## config.mk

```make
export PLATFORM = sky130hd
export DESIGN_NAME = decode_queue
export DESIGN_NICKNAME = d
export VERILOG_FILES = /design/src/rtl/pipeline_pkg.sv /design/src/rtl/decode_queue.sv
export SDC_FILE = /design/constraint.sdc
export NUM_CORES = 1
export LEC_CHECK = 0
export ABC_CLOCK_PERIOD_IN_PS = 40200
export CAP_MARGIN = 20
export CELL_PAD_IN_SITES_DETAIL_PLACEMENT = 1
export CELL_PAD_IN_SITES_GLOBAL_PLACEMENT = 1
export CORE_MARGIN = 2
export CORE_UTILIZATION = 41
export CTS_CLUSTER_SIZE = 10
export DETAILED_ROUTE_END_ITERATION = 12
export PLACE_DENSITY_LB_ADDON = 0.05
export SYNTH_ARGS = -nofsm -noshare
export SYNTH_HDL_FRONTEND = slang
export SYNTH_SLANG_ARGS = --single-unit
```

## constraint.sdc

```tcl
create_clock -name clk -period 40.2 [get_ports clk]
set_input_delay 6.03 -clock clk [delete_from_list [all_inputs] [get_ports clk]]
set_output_delay 6.03 -clock clk [all_outputs]
set_load 0.02 [all_outputs]
```

## src/rtl/pipeline_pkg.sv

```systemverilog
// pipeline_pkg: decoded control bundle and encodings shared by decode and execute
package pipeline_pkg;
  localparam logic [3:0] ALU_ADD  = 4'd0;
  localparam logic [3:0] ALU_SUB  = 4'd1;
  localparam logic [3:0] ALU_SLL  = 4'd2;
  localparam logic [3:0] ALU_SLT  = 4'd3;
  localparam logic [3:0] ALU_SLTU = 4'd4;
  localparam logic [3:0] ALU_XOR  = 4'd5;
  localparam logic [3:0] ALU_SRL  = 4'd6;
  localparam logic [3:0] ALU_SRA  = 4'd7;
  localparam logic [3:0] ALU_OR   = 4'd8;
  localparam logic [3:0] ALU_AND  = 4'd9;
  localparam logic [2:0] MDU_NONE = 3'd0;
  localparam logic [2:0] MDU_MUL  = 3'd1;
  localparam logic [2:0] MDU_DIV  = 3'd2;
  localparam logic [2:0] MDU_REM  = 3'd3;
  localparam logic [2:0] MDU_REMU = 3'd4;
  localparam logic [2:0] MDU_MULW = 3'd5;
  localparam logic [3:0] OP_NONE   = 4'd0;
  localparam logic [3:0] OP_ALU    = 4'd1;
  localparam logic [3:0] OP_ALUW   = 4'd2;
  localparam logic [3:0] OP_LOAD   = 4'd3;
  localparam logic [3:0] OP_STORE  = 4'd4;
  localparam logic [3:0] OP_BRANCH = 4'd5;
  localparam logic [3:0] OP_LUI    = 4'd6;
  localparam logic [3:0] OP_AUIPC  = 4'd7;
  localparam logic [3:0] OP_JAL    = 4'd8;
  localparam logic [3:0] OP_JALR   = 4'd9;
  localparam logic [3:0] OP_CSR    = 4'd10;
  localparam logic [3:0] OP_SYS    = 4'd11;
  typedef struct packed {
    logic       reg_write;
    logic       is_imm;
    logic       mem_read;
    logic       mem_write;
    logic       mem_to_reg;
    logic       jump;
    logic       csr;
    logic       exception;
    logic       mret;
    logic [3:0] aluop;
    logic [2:0] mduop;
    logic [3:0] op;
  } control_t;
  function automatic logic [3:0] alu_of(input logic [2:0] f3, input logic alt);
    case (f3)
      3'b000:  alu_of = alt ? ALU_SUB : ALU_ADD;
      3'b001:  alu_of = ALU_SLL;
      3'b010:  alu_of = ALU_SLT;
      3'b011:  alu_of = ALU_SLTU;
      3'b100:  alu_of = ALU_XOR;
      3'b101:  alu_of = alt ? ALU_SRA : ALU_SRL;
      3'b110:  alu_of = ALU_OR;
      default: alu_of = ALU_AND;
    endcase
  endfunction
endpackage

```

## src/rtl/decode_queue.sv

```systemverilog
// decode_queue: decodes fetched RV64IM/Zicsr words and buffers them in a strict FIFO
module decode_queue import pipeline_pkg::*; #(
  parameter int DEPTH = 4,
  parameter int XLEN  = 64
) (
  input  logic                       clk,
  input  logic                       reset,
  input  logic                       in_valid,
  output logic                       in_ready,
  input  logic [XLEN-1:0]            in_pc,
  input  logic [31:0]                in_instr,
  input  logic                       flush,
  output logic                       out_valid,
  input  logic                       out_ready,
  output logic [XLEN-1:0]            out_pc,
  output logic [31:0]                out_instr,
  output logic [XLEN-1:0]            out_imm,
  output control_t                   out_ctl,
  output logic                       out_illegal,
  output logic [$clog2(DEPTH):0]     count
);
  localparam int PW = $clog2(DEPTH);
  localparam int CW = PW + 1;
  logic [XLEN-1:0] pc_q [DEPTH];
  logic [31:0]     instr_q [DEPTH];
  logic [XLEN-1:0] imm_q [DEPTH];
  control_t        ctl_q [DEPTH];
  logic            ill_q [DEPTH];
  logic [PW-1:0]   head, tail;
  logic            push, pop;
  control_t        c, d_ctl;
  logic [XLEN-1:0] imm, d_imm;
  logic            ill;
  logic [6:0]      op7, f7;
  logic [2:0]      f3;
  logic [XLEN-1:0] imm_i, imm_s, imm_b, imm_u, imm_j, imm_c;
  assign op7 = in_instr[6:0];
  assign f3  = in_instr[14:12];
  assign f7  = in_instr[31:25];
  assign imm_i = {{(XLEN-12){in_instr[31]}}, in_instr[31:20]};
  assign imm_s = {{(XLEN-12){in_instr[31]}}, in_instr[31:25], in_instr[11:7]};
  assign imm_b = {{(XLEN-13){in_instr[31]}}, in_instr[31], in_instr[7], in_instr[30:25], in_instr[11:8], 1'b0};
  assign imm_u = {{(XLEN-32){in_instr[31]}}, in_instr[31:12], 12'b0};
  assign imm_j = {{(XLEN-21){in_instr[31]}}, in_instr[31], in_instr[19:12], in_instr[20], in_instr[30:21], 1'b0};
  assign imm_c = {{(XLEN-5){1'b0}}, in_instr[19:15]};
  always_comb begin
    c = '0;
    imm = '0;
    ill = 1'b0;
    case (op7)
      7'b0110011: begin
        c.reg_write = 1'b1;
        c.op = OP_ALU;
        if (f7 == 7'b0000001) begin
          c.mduop = f3 == 3'b000 ? MDU_MUL : f3 == 3'b100 ? MDU_DIV : f3 == 3'b110 ? MDU_REM : MDU_REMU;
          ill = !(f3 == 3'b000 || f3 == 3'b100 || f3 == 3'b110 || f3 == 3'b111);
        end else begin
          c.aluop = alu_of(f3, f7[5]);
          ill = !(f7 == 7'b0 || (f7 == 7'b0100000 && (f3 == 3'b000 || f3 == 3'b101)));
        end
      end
      7'b0111011: begin
        c.reg_write = 1'b1;
        c.op = OP_ALUW;
        if (f7 == 7'b0000001) begin
          c.mduop = MDU_MULW;
          ill = f3 != 3'b000;
        end else begin
          c.aluop = alu_of(f3, f7[5]);
          ill = !(((f7 == 7'b0 || f7 == 7'b0100000) && (f3 == 3'b000 || f3 == 3'b101)) || (f7 == 7'b0 && f3 == 3'b001));
        end
      end
      7'b0010011: begin
        c.reg_write = 1'b1;
        c.is_imm = 1'b1;
        c.op = OP_ALU;
        c.aluop = alu_of(f3, f3 == 3'b101 && in_instr[30]);
        imm = imm_i;
        ill = (f3 == 3'b001 && in_instr[31:26] != 6'b0) ||
              (f3 == 3'b101 && in_instr[31:26] != 6'b0 && in_instr[31:26] != 6'b010000);
      end
      7'b0011011: begin
        c.reg_write = 1'b1;
        c.is_imm = 1'b1;
        c.op = OP_ALUW;
        c.aluop = alu_of(f3, f3 == 3'b101 && in_instr[30]);
        imm = imm_i;
        ill = !(f3 == 3'b000 || (f3 == 3'b001 && f7 == 7'b0) || (f3 == 3'b101 && (f7 == 7'b0 || f7 == 7'b0100000)));
      end
      7'b0000011: begin
        c.reg_write = 1'b1;
        c.is_imm = 1'b1;
        c.mem_read = 1'b1;
        c.mem_to_reg = 1'b1;
        c.op = OP_LOAD;
        imm = imm_i;
        ill = f3 == 3'b111;
      end
      7'b0100011: begin
        c.is_imm = 1'b1;
        c.mem_write = 1'b1;
        c.op = OP_STORE;
        imm = imm_s;
        ill = f3[2];
      end
      7'b1100011: begin
        c.aluop = ALU_SUB;
        c.op = OP_BRANCH;
        imm = imm_b;
        ill = f3[2:1] == 2'b01;
      end
      7'b0110111, 7'b0010111: begin
        c.reg_write = 1'b1;
        c.is_imm = 1'b1;
        c.op = op7[5] ? OP_LUI : OP_AUIPC;
        imm = imm_u;
      end
      7'b1101111: begin
        c.reg_write = 1'b1;
        c.jump = 1'b1;
        c.op = OP_JAL;
        imm = imm_j;
      end
      7'b1100111: begin
        c.reg_write = 1'b1;
        c.is_imm = 1'b1;
        c.jump = 1'b1;
        c.op = OP_JALR;
        imm = imm_i;
        ill = f3 != 3'b000;
      end
      7'b1110011: begin
        imm = imm_c;
        if (f3 == 3'b000) begin
          c.op = OP_SYS;
          c.exception = in_instr == 32'h0000_0073;
          c.mret = in_instr == 32'h3020_0073;
          ill = !(c.exception || c.mret);
        end else begin
          c.reg_write = 1'b1;
          c.csr = 1'b1;
          c.is_imm = f3[2];
          c.op = OP_CSR;
          ill = f3 == 3'b100;
        end
      end
      default: ill = 1'b1;
    endcase
  end
  // illegal encodings carry no control or immediate so execute sees a clean bubble plus the flag
  assign d_ctl = ill ? '0 : c;
  assign d_imm = ill ? '0 : imm;
  assign in_ready  = count < CW'(DEPTH);
  assign out_valid = count != '0;
  assign push = in_valid && in_ready && !flush;
  assign pop  = out_valid && out_ready && !flush;
  always_ff @(posedge clk)
    if (push) begin
      pc_q[tail]    <= in_pc;
      instr_q[tail] <= in_instr;
      imm_q[tail]   <= d_imm;
      ctl_q[tail]   <= d_ctl;
      ill_q[tail]   <= ill;
    end
  always_ff @(posedge clk)
    if (reset || flush) begin
      head  <= '0;
      tail  <= '0;
      count <= '0;
    end else begin
      head  <= head + PW'(pop);
      tail  <= tail + PW'(push);
      count <= count + CW'(push) - CW'(pop);
    end
  assign out_pc      = out_valid ? pc_q[head] : '0;
  assign out_instr   = out_valid ? instr_q[head] : '0;
  assign out_imm     = out_valid ? imm_q[head] : '0;
  assign out_ctl     = out_valid ? ctl_q[head] : '0;
  assign out_illegal = out_valid && ill_q[head];
endmodule
```

==> key figures, run 1 <==
STA
  – Crit path time final: between 10 and 15 ns
  – Fmax achieved: 96.6 MHz
  – WHS: about 0.63 ns
  – Normalized max-slew margin: around a third
  – Max-slew violations: 0
  – Worst Tran Pin Value: just over 1 ns
  – Setup TNS: 0 ns
  – Fin crit share: around 26%
  – Clk_skew: 0.0273 ns
  – RSZ-0062 raised after global routing: no
  – Fin. Hold Viols: 0
  – Final setup violation count: 0

Route
  – Routed WL: 58900 um
  – Vias: between 10000 and 15000
  – DRT antenna net count: 0
  – Post-DR wirelength/cell: about 25 um
  – Drt pass-1 iters: 5
  – DRC viols: 0
  – Via-per-instance ratio: around 5.4
  – Number of DRC markers in iteration 0: just under 800

Critical path
  – WS Path Type: flip-flop to output pin
  – Reg-to-Reg Start: count[1]
  – CP Launch Type: flip-flop
  – CP arrival: between 4 and 5 ns
  – Crit path max fanout: between 40 and 50
  – Reg2Reg Setup Slack: 36.43 ns
  – R2r endpoint: count[2]
  – CP endpoint kind: output pin
  – Critical Path RT: 34.17 ns
  – Worst R2R Path Depth: 11

Floorplan
  – Core area: approximately 0.059 mm^2
  – I/O Pins: between 200 and 300
  – Full die area: around 0.061 mm^2
  – Initial core utilization: between 40% and 50%
  – Die Y-Extent: 247 um
  – Die X: approximately 250 um
  – Row cnt: 89

Power and ir drop
  – Pwr Density: between 40 and 50 mW/mm^2
  – Sw Pwr: about 0.28 mW
  – Logic pwr share: roughly 5.7%
  – Flop pwr share: a little over half
  – Worst VDD drop: about 0.000033 V
  – LEAKAGE: between 9 and 10 nW
  – Clock Power Share: 42.3%
  – Internal power: 1.06 mW
  – Net Sw Frac: around 21%

Hold path
  – Hold path endpoint: tail[1]
  – Hold path start: tail[1]
  – HP Class: flip-flop to flip-flop
  – Hold Path Cell Cnt: 2

Synth
  – YS warnings: 0
  – Post-synth top area share: approximately 73%
  – Post-Syn Instances: 1244
  – Area leader, netlist: edfxtp_1
  – Async S/R FF share, synth: 0%
  – Synth Cell Area: between 0.02 and 0.025 mm^2
  – Distinct cells, synth: 59
  – Synthesized area per cell: around 19 um^2
  – Number of synthesized flops with an enable pin: about 590
  – Net Count, Synth: approximately 1400
  – Synth Flop Type: edfxtp_1
  – Seq/Total Area, Yosys: roughly three quarters
  – Top post-synthesis cells by area: edfxtp_1 73%, mux4_2 14%, and2_1 3.9%, buf_4 1.2%, nor3_1 1.1%
  – Synth Register Bits: about 600

Placement
  – Post-Place Cells: 2222
  – Gpl congestion: approximately 0.75
  – Post-DP HPWL: 34400 um
  – Port Buf Inserts: between 200 and 300

Job
  – Max Cap Viol: 0

Finish
  – Final #Nets: ~1600
  – Layout cells sized above 1: around 18%
  – Fin cells: about 2300
  – Layout area overhead: 22.6%

Clocking
  – Clk_lat worst skew: 0.59 ns
  – Hold_buf cts: 0
  – Worst-path clk slew: 0.05 ns
  – H-tree depth: 3
  – Clock Sinks: about 600
  – Post-CTS setup buffers: 0
  – Total CTS buffers: between 70 and 80
  – CTS Buffer Depth: 3
  – Post_cts resized: 0
  – Root Buffer: clkbuf_16
  – CTS tree: done

GRT
  – Vias in the first global route: about 14000
  – First-pass GRT wire length: between 80000 and 90000 um
  – Largest net degree at the start of global routing: 85
  – Gr usage total: between 15 and 20%
  – Global route overflow: 0
  – Initial antenna violation count: 2

Run status
  – Status: finished, final reports clean
[power by group through the flow]
stage               combinational [mW]  sequential [mW]  clock [mW]
detailed placement              0.0772            0.707           0
global route                    0.0815            0.695       0.605
CTS                             0.0774            0.694       0.583
global placement                0.0764            0.707           0
finish                          0.0756            0.695       0.566
floorplan                       0.0361            0.710           0
[how the worst max path moves through the flow]
stage	start	endpoint
2_1_floorplan	flush	ctl_q[1][0]
3_3_place_gp	head[0]	out_ctl[9]
3_5_place_dp	head[0]	out_ctl[9]
4_1_cts	head[0]	out_ctl[9]
5_1_grt	head[0]	out_instr[14]
6_report	head[0]	out_instr[14]
[cells in the mapped netlist (2+ instances only)]
cell and instances:
edfxtp_1 592, and2_1 152, mux4_2 148, nor3_1 51
buf_4 38, a21oi_1 34, clkbuf_1 32, buf_2 25
nand2_1 22, nor2_1 22, buf_1 12, nor4_1 11
inv_1 8, nand3_1 8, dfxtp_1 7, o21ai_0 5
a222oi_1 4, ha_1 4, nor2b_1 4, or3_1 4
xnor2_1 4, a211oi_1 3, a21o_1 3, and3_1 3
nand2b_1 3, nand4_1 3, a22oi_1 2, a31oi_1 2
a32oi_1 2, nand3b_1 2, nor3b_1 2, o21a_1 2
o32ai_1 2, or2_1 2, xor2_1 2
[cell type report]
class,instances,area (um^2)
Antenna cell,1,2.50
Clock buffer,89,1930
Clock inverter,7,53.8
Fill cell,5296,29000
Inverter,9,33.8
Multi-Input combinational cell,529,5720
Sequential cell,599,17900
Tap cell,773,967
Timing Repair Buffer,312,3060
[critical path, stage by stage, from the launching register on]
cell,delay [ns]
dfxtp_4,0.69
buf_4,0.71
buf_4,0.86
mux4_2,0.60
and2_1,0.20
clkdlybuf4s50_1,0.55
[kinds of logic after synthesis]
logic type,share of synthesized area (%)
AO/OA/AOI/OAI,1.97
XOR/XNOR,0.217
adder cells (fa/ha/maj),0.336
buffers and inverters,2.52
flip-flops,74.0
multiplexers,13.8
AND/OR/NAND/NOR,7.15
[per-layer routing]
layer | track usage, % | share of wire (%) | vias up
met5 | 0 | 0.022 | -
met4 | 5.28 | 1.6 | 2
met3 | 3.70 | 5.0 | 73
met2 | 33.4 | 50 | 298
met1 | 26.4 | 43 | 6620
li1 | - | - | 5521
[state kept, by name (all words and copies together) (netlist names)]
signal   count
tail         2
head         2
ctl_q       76
imm_q      128
instr_q    128
count        3
ill_q        4
pc_q       256
[stage by stage]
stage / instance area, um^2 / worst slack, ns / total power [mW] / util (%)
final: 29700 / 29.85 / 1.34 / 50.6
after global routing: 29700 / 29.38 / 1.38 / 50.6
after CTS: 29700 / 29.58 / 1.35 / 50.6
after detailed placement: 27700 / 30.21 / 0.784 / 47.2
after global placement: 27700 / 30.23 / 0.783 / 47.2
after floorplan: 24200 / 22.40 / 0.746 / -
[placed cells by master, fill, tap and decap left out, drive strengths merged, types with 3 or more instances in the layout]
cell type / count
edfxtp: 592
o21ai: 6
dfxtp: 7
nor4: 12
inv: 11
nand3: 8
xnor2: 4
and3: 3
clkbuf: 89
clkinv: 4
mux4: 148
buf: 26
a211oi: 4
a21o: 3
nor2: 22
clkdlybuf4s50: 286
nor2b: 4
or3: 4
nand2: 22
nand4: 3
ha: 4
nand2b: 3
and2: 152
a21oi: 34
a222oi: 4
nor3: 53
Power figures use the tool's default switching activity.
==> run 2: changes to the inputs <==
ABC_CLOCK_PERIOD_IN_PS = 10300   (was 40200)
clock period = 10.3 ns   (was 40.2 ns; I/O delays follow)
==> key figures, run 2 (synthesis gave the netlist of run 1 again) <==
Placement
  – Gpl congestion: ~0.78
  – Post-DP HPWL: between 30000 and 40000 um
  – Port Buf Inserts: approximately 290

Power and ir drop
  – Flop pwr share: ~52%
  – Logic pwr share: under 10%
  – Sw Pwr: ~1.1 mW
  – Net Sw Frac: just over 20%
  – Total power: approximately 5.2 mW
  – Clock Power Share: ~43%
  – Internal power: around 4.2 mW
  – LEAKAGE: between 9 and 10 nW
  – Worst VDD drop: approximately 0.00012 V
  – Pwr Density: around 180 mW/mm^2

Critical path
  – Worst R2R Path Depth: 11
  – CP Launch Type: flip-flop
  – Reg-to-Reg Start: count[1]
  – WS Path Type: flip-flop to output pin
  – Crit path max fanout: 85
  – Critical Path RT: between 8 and 9 ns
  – CP endpoint kind: output pin
  – R2r endpoint: count[2]
  – Reg2Reg Setup Slack: ~6.6 ns
  – CP arrival: about 4.2 ns

Route
  – Via-per-instance ratio: ~5.4
  – Vias: about 12000
  – Post-DR wirelength/cell: 25.0 um
  – Met1 wire length: around 25000 um
  – DRT antenna net count: 0
  – Max Used Layer: met5
  – Number of DRC markers in iteration 0: ~660
  – WL met3: 2430 um
  – Routed WL: between 50000 and 60000 um
  – Drt pass-1 iters: 5
  – DRC viols: 0
  – Met2 wire length: 29100 um

GRT
  – Largest net degree at the start of global routing: just over 90
  – Vias in the first global route: roughly 14000
  – Gr usage total: between 10% and 20%
  – First-pass GRT wire length: between 80000 and 90000 um
  – Initial antenna violation count: 3
  – Global route overflow: 0

Finish
  – Commonest non-fill, non-tap cell in the layout: edfxtp_1
  – Largest registers: pc_q x256, imm_q x128, instr_q x128
  – Final #Nets: 1627
  – Max reg flops: about 260
  – Final design utilization: between 50% and 60%
  – Antenna cells: 0
  – Multi-input gate area: 0.00574 mm^2
  – Layout cells sized above 1: 17.6%
  – Layout area overhead: 22.9%
  – Top register by number of flip-flops: pc_q
  – Filler cell count in the final layout: between 5000 and 6000
  – Reg area: approximately 0.018 mm^2
  – Most frequent cells in the layout: 592 x edfxtp_1, 286 x clkdlybuf4s50_1, 152 x and2_1

STA
  – Clk_skew: approximately 0.021 ns
  – Max-slew violations: 0
  – Crit path time final: 5.73 ns
  – Fin. Hold Viols: 0
  – Fin crit share: a little under three fifths
  – Final setup violation count: 0
  – Setup TNS: 0 ns
  – Normalized max-slew margin: between 30% and 40%
  – RSZ-0062 raised after global routing: no
  – Fmax achieved: 175 MHz
  – Worst Tran Pin Value: 1.02 ns

Run status
  – Status: finished, final reports clean

Clocking
  – Post_cts resized: 0
  – Clock Sinks: between 500 and 600
  – Root Buffer: clkbuf_16
  – CTS Buffer Depth: 3
  – H-tree depth: 3
  – Worst-path clk slew: approximately 0.05 ns
  – Hold_buf cts: 0
  – Total CTS buffers: 71
  – Post-CTS setup buffers: 0
  – CTS tree: done
  – Clk_lat worst skew: ~0.60 ns

Floorplan
  – Core area: just under 0.06 mm^2
  – I/O Pins: ~290
  – Initial core utilization: between 40% and 50%
  – Row cnt: 89
  – Full die area: around 0.06 mm^2
  – Die Y-Extent: 247 um
  – Die X: between 200 and 250 um

Job
  – Max Cap Viol: 0

Hold path
  – Hold path endpoint: count[2]
  – Hold Path Cell Cnt: 3
  – HP Class: flip-flop to flip-flop
  – Hold path start: count[2]
-- run 2: metrics by stage --
stage	worst slack, ns	hold WS [ns]	instances	instance area (um^2)
floorplan	1.60	0.549	1244	24200
global placement	4.97	0.605	2220	27700
detailed placement	4.93	0.622	2220	27700
CTS	4.34	0.630	2319	29700
global route	4.20	0.662	2320	29800
finish	4.57	0.620	2320	29800
-- run 2: critical path, stage by stage (launching register included) --
cell and delay, ns:
dfxtp_4 0.80, buf_12 0.64, buf_4 0.71, mux4_2 0.58
and2_1 0.16, clkdlybuf4s50_1 0.62
-- run 2: cell type report --
class,instances,share of cell area [%]
Timing Repair Buffer,311,10.4
Sequential cell,599,60.2
Clock inverter,6,0.139
Inverter,9,0.113
Clock buffer,93,6.63
Tap cell,773,3.25
Multi-Input combinational cell,529,19.3
-- run 2: routing by layer --
metal,vias up,global-route usage [%]
met1,6579,26.5
met3,74,3.18
met4,4,5.58
met5,-,0
li1,5518,-
met2,272,32.3
-- run 2: worst max-delay path by stage --
stage	start	end	slack, ns	cells past startpoint
2_1_floorplan	flush	ctl_q[2][0]	1.60	5
3_3_place_gp	head[0]	out_ctl[8]	4.97	5
3_5_place_dp	in_instr[2]	imm_q[0][13]	4.93	7
4_1_cts	head[0]	out_ctl[8]	4.34	5
5_1_grt	head[0]	out_ctl[1]	4.20	5
6_report	head[0]	out_ctl[1]	4.57	5
-- run 2: power by group through the flow --
stage | Sequential [mW] | Combinational, mW | Clock (mW)
6_report | 2.71 | 0.295 | 2.22
5_1_grt | 2.71 | 0.318 | 2.38
4_1_cts | 2.71 | 0.302 | 2.29
3_5_place_dp | 2.76 | 0.301 | 0
3_3_place_gp | 2.76 | 0.298 | 0
2_1_floorplan | 2.76 | 0.141 | 0
==> run 3: changes to the inputs <==
ABC_CLOCK_PERIOD_IN_PS = 5850   (was 10300)
clock period = 5.85 ns   (was 10.3 ns; I/O delays follow)
==> key figures, run 3 (synthesis gave the netlist of run 1 again) <==
Run status
  – Status: finished, final reports clean

Finish
  – Final design utilization: around 51%
  – Antenna cells: 0
  – Fin cells: 2325
  – Top register by number of flip-flops: pc_q
  – Filler cell count in the final layout: between 5000 and 6000
  – Layout area overhead: 23.4%
  – Layout cells sized above 1: approximately 17%
  – Commonest non-fill, non-tap cell in the layout: edfxtp_1
  – Largest registers: pc_q x256, imm_q x128, instr_q x128
  – Max reg flops: 256
  – Post-route cell area: 0.0299 mm^2
  – Final #Nets: ~1600
  – Most frequent cells in the layout: 592 x edfxtp_1, 286 x clkdlybuf4s50_1, 152 x and2_1

Route
  – Routed WL: 59000 um
  – Via-per-instance ratio: 5.39
  – DRC viols: 0
  – Post-DR wirelength/cell: 25.4 um
  – DRT antenna net count: 0
  – Drt pass-1 iters: 5
  – Vias: 12543
  – Number of DRC markers in iteration 0: just under 800

Power and ir drop
  – LEAKAGE: between 9 and 10 nW
  – Pwr Density: roughly 310 mW/mm^2
  – Flop pwr share: between 50% and 60%
  – Logic pwr share: under 10%
  – Net Sw Frac: slightly above 20%
  – Internal power: 7.35 mW
  – Total power: just over 9 mW
  – Clock Power Share: a little over two fifths
  – Sw Pwr: roughly 1.9 mW
  – Worst VDD drop: 0.000259 V

Clocking
  – CTS tree: done
  – CTS Buffer Depth: 3
  – Clock Sinks: between 500 and 600
  – Post-CTS setup buffers: 0
  – Worst-path clk slew: ~0.06 ns
  – Root Buffer: clkbuf_16
  – Total CTS buffers: between 70 and 80
  – Hold_buf cts: 0
  – Post_cts resized: 0
  – Clk_lat worst skew: just under 0.6 ns
  – H-tree depth: 3

GRT
  – First-pass GRT wire length: ~90000 um
  – Largest net degree at the start of global routing: ~110
  – Vias in the first global route: 13646
  – Gr usage total: 19.6%
  – Global route overflow: 0
  – Initial antenna violation count: 0

Critical path
  – Reg2Reg Setup Slack: 2.79 ns
  – CP arrival: 3.45 ns
  – Critical Path RT: roughly 5.0 ns
  – CP Launch Type: flip-flop
  – WS Path Type: flip-flop to output pin
  – Crit path max fanout: 46
  – CP endpoint kind: output pin

STA
  – Fin. Hold Viols: 0
  – Worst Tran Pin Value: 1.00 ns
  – RSZ-0062 raised after global routing: no
  – Crit path time final: around 4.3 ns
  – Final setup violation count: 0
  – Clk_skew: roughly 0.017 ns
  – Normalized max-slew margin: between 30% and 40%
  – WHS: 0.629 ns
  – Fin crit share: about three quarters
  – Fmax achieved: about 230 MHz
  – Setup ws final: ~1.5 ns
  – Max-slew violations: 0
  – Setup TNS: 0 ns

Placement
  – Port Buf Inserts: between 200 and 300
  – Gpl congestion: just under 0.8
  – DP Worst Slack: 1.48 ns
  – Placement Cell Area: roughly 0.028 mm^2
  – Post-DP HPWL: 34400 um
  – Post-Place Cells: 2220

Floorplan
  – Die X: ~250 um
  – Full die area: around 0.061 mm^2
  – Row cnt: 89
  – Initial core utilization: approximately two fifths
  – Core area: slightly below 0.06 mm^2
  – I/O Pins: about 290
  – Die Y-Extent: around 250 um

Job
  – Max Cap Viol: 0

Hold path
  – HP Class: flip-flop to flip-flop
==> run 3: cell types whose count changed in the layout (fill, tap and decap cells not counted) <==
cell / previous run / this run
buf_12: 1 / 10
buf_4: 23 / 14
clkbuf_1: 15 / 21
clkbuf_8: 3 / 0
clkinv_2: 0 / 3
buf_16: 1 / 0
bufinv_16: 0 / 1
clkinvlp_4: 1 / 0
==> run 3: final timing paths <==
kind                 start           to  cells past startpoint
setup / recovery   head[1]  out_imm[52]                      3
hold / removal    count[2]     count[2]                      3
hold reg to reg   count[2]     count[2]                      3
setup reg to reg  count[1]     count[2]                     11
==> run 3: per-layer routing <==
layer  GRT usage, %  up-vias  part of all wire (%)
li1               -     5525                     -
met2           32.5      293                    50
met3           3.90       86                   4.6
met5              0        -                     0
met4           5.26        0                   2.0
met1           26.7     6639                    43
==> run 3: area by class of cell <==
class | count | area (um^2) | area share (%)
flip-flops and latches | 599 | 17900 | 60.0
multi-input cells | 529 | 5740 | 19.2
repair buffers | 310 | 3170 | 10.6
clock buffers | 96 | 1960 | 6.55
well taps | 773 | 967 | 3.24
clock inverters | 9 | 78.8 | 0.264
inverters | 9 | 33.8 | 0.113
==> run 3: critical path, cell delays in order (launching register included) <==
cell             delay, ns
dfxtp_4               0.87
mux4_2                0.41
and2_1                0.76
clkdlybuf4s50_1       0.77
==> run 3: power by group through the flow <==
| stage | registers, mW | clock network [mW] | logic, mW |
|---|---|---|---|
| 6_report | 4.77 | 3.95 | 0.530 |
| 4_1_cts | 4.77 | 4.07 | 0.542 |
| 3_3_place_gp | 4.86 | 0 | 0.536 |
| 5_1_grt | 4.77 | 4.22 | 0.568 |
| 2_1_floorplan | 4.86 | 0 | 0.249 |
| 3_5_place_dp | 4.86 | 0 | 0.539 |
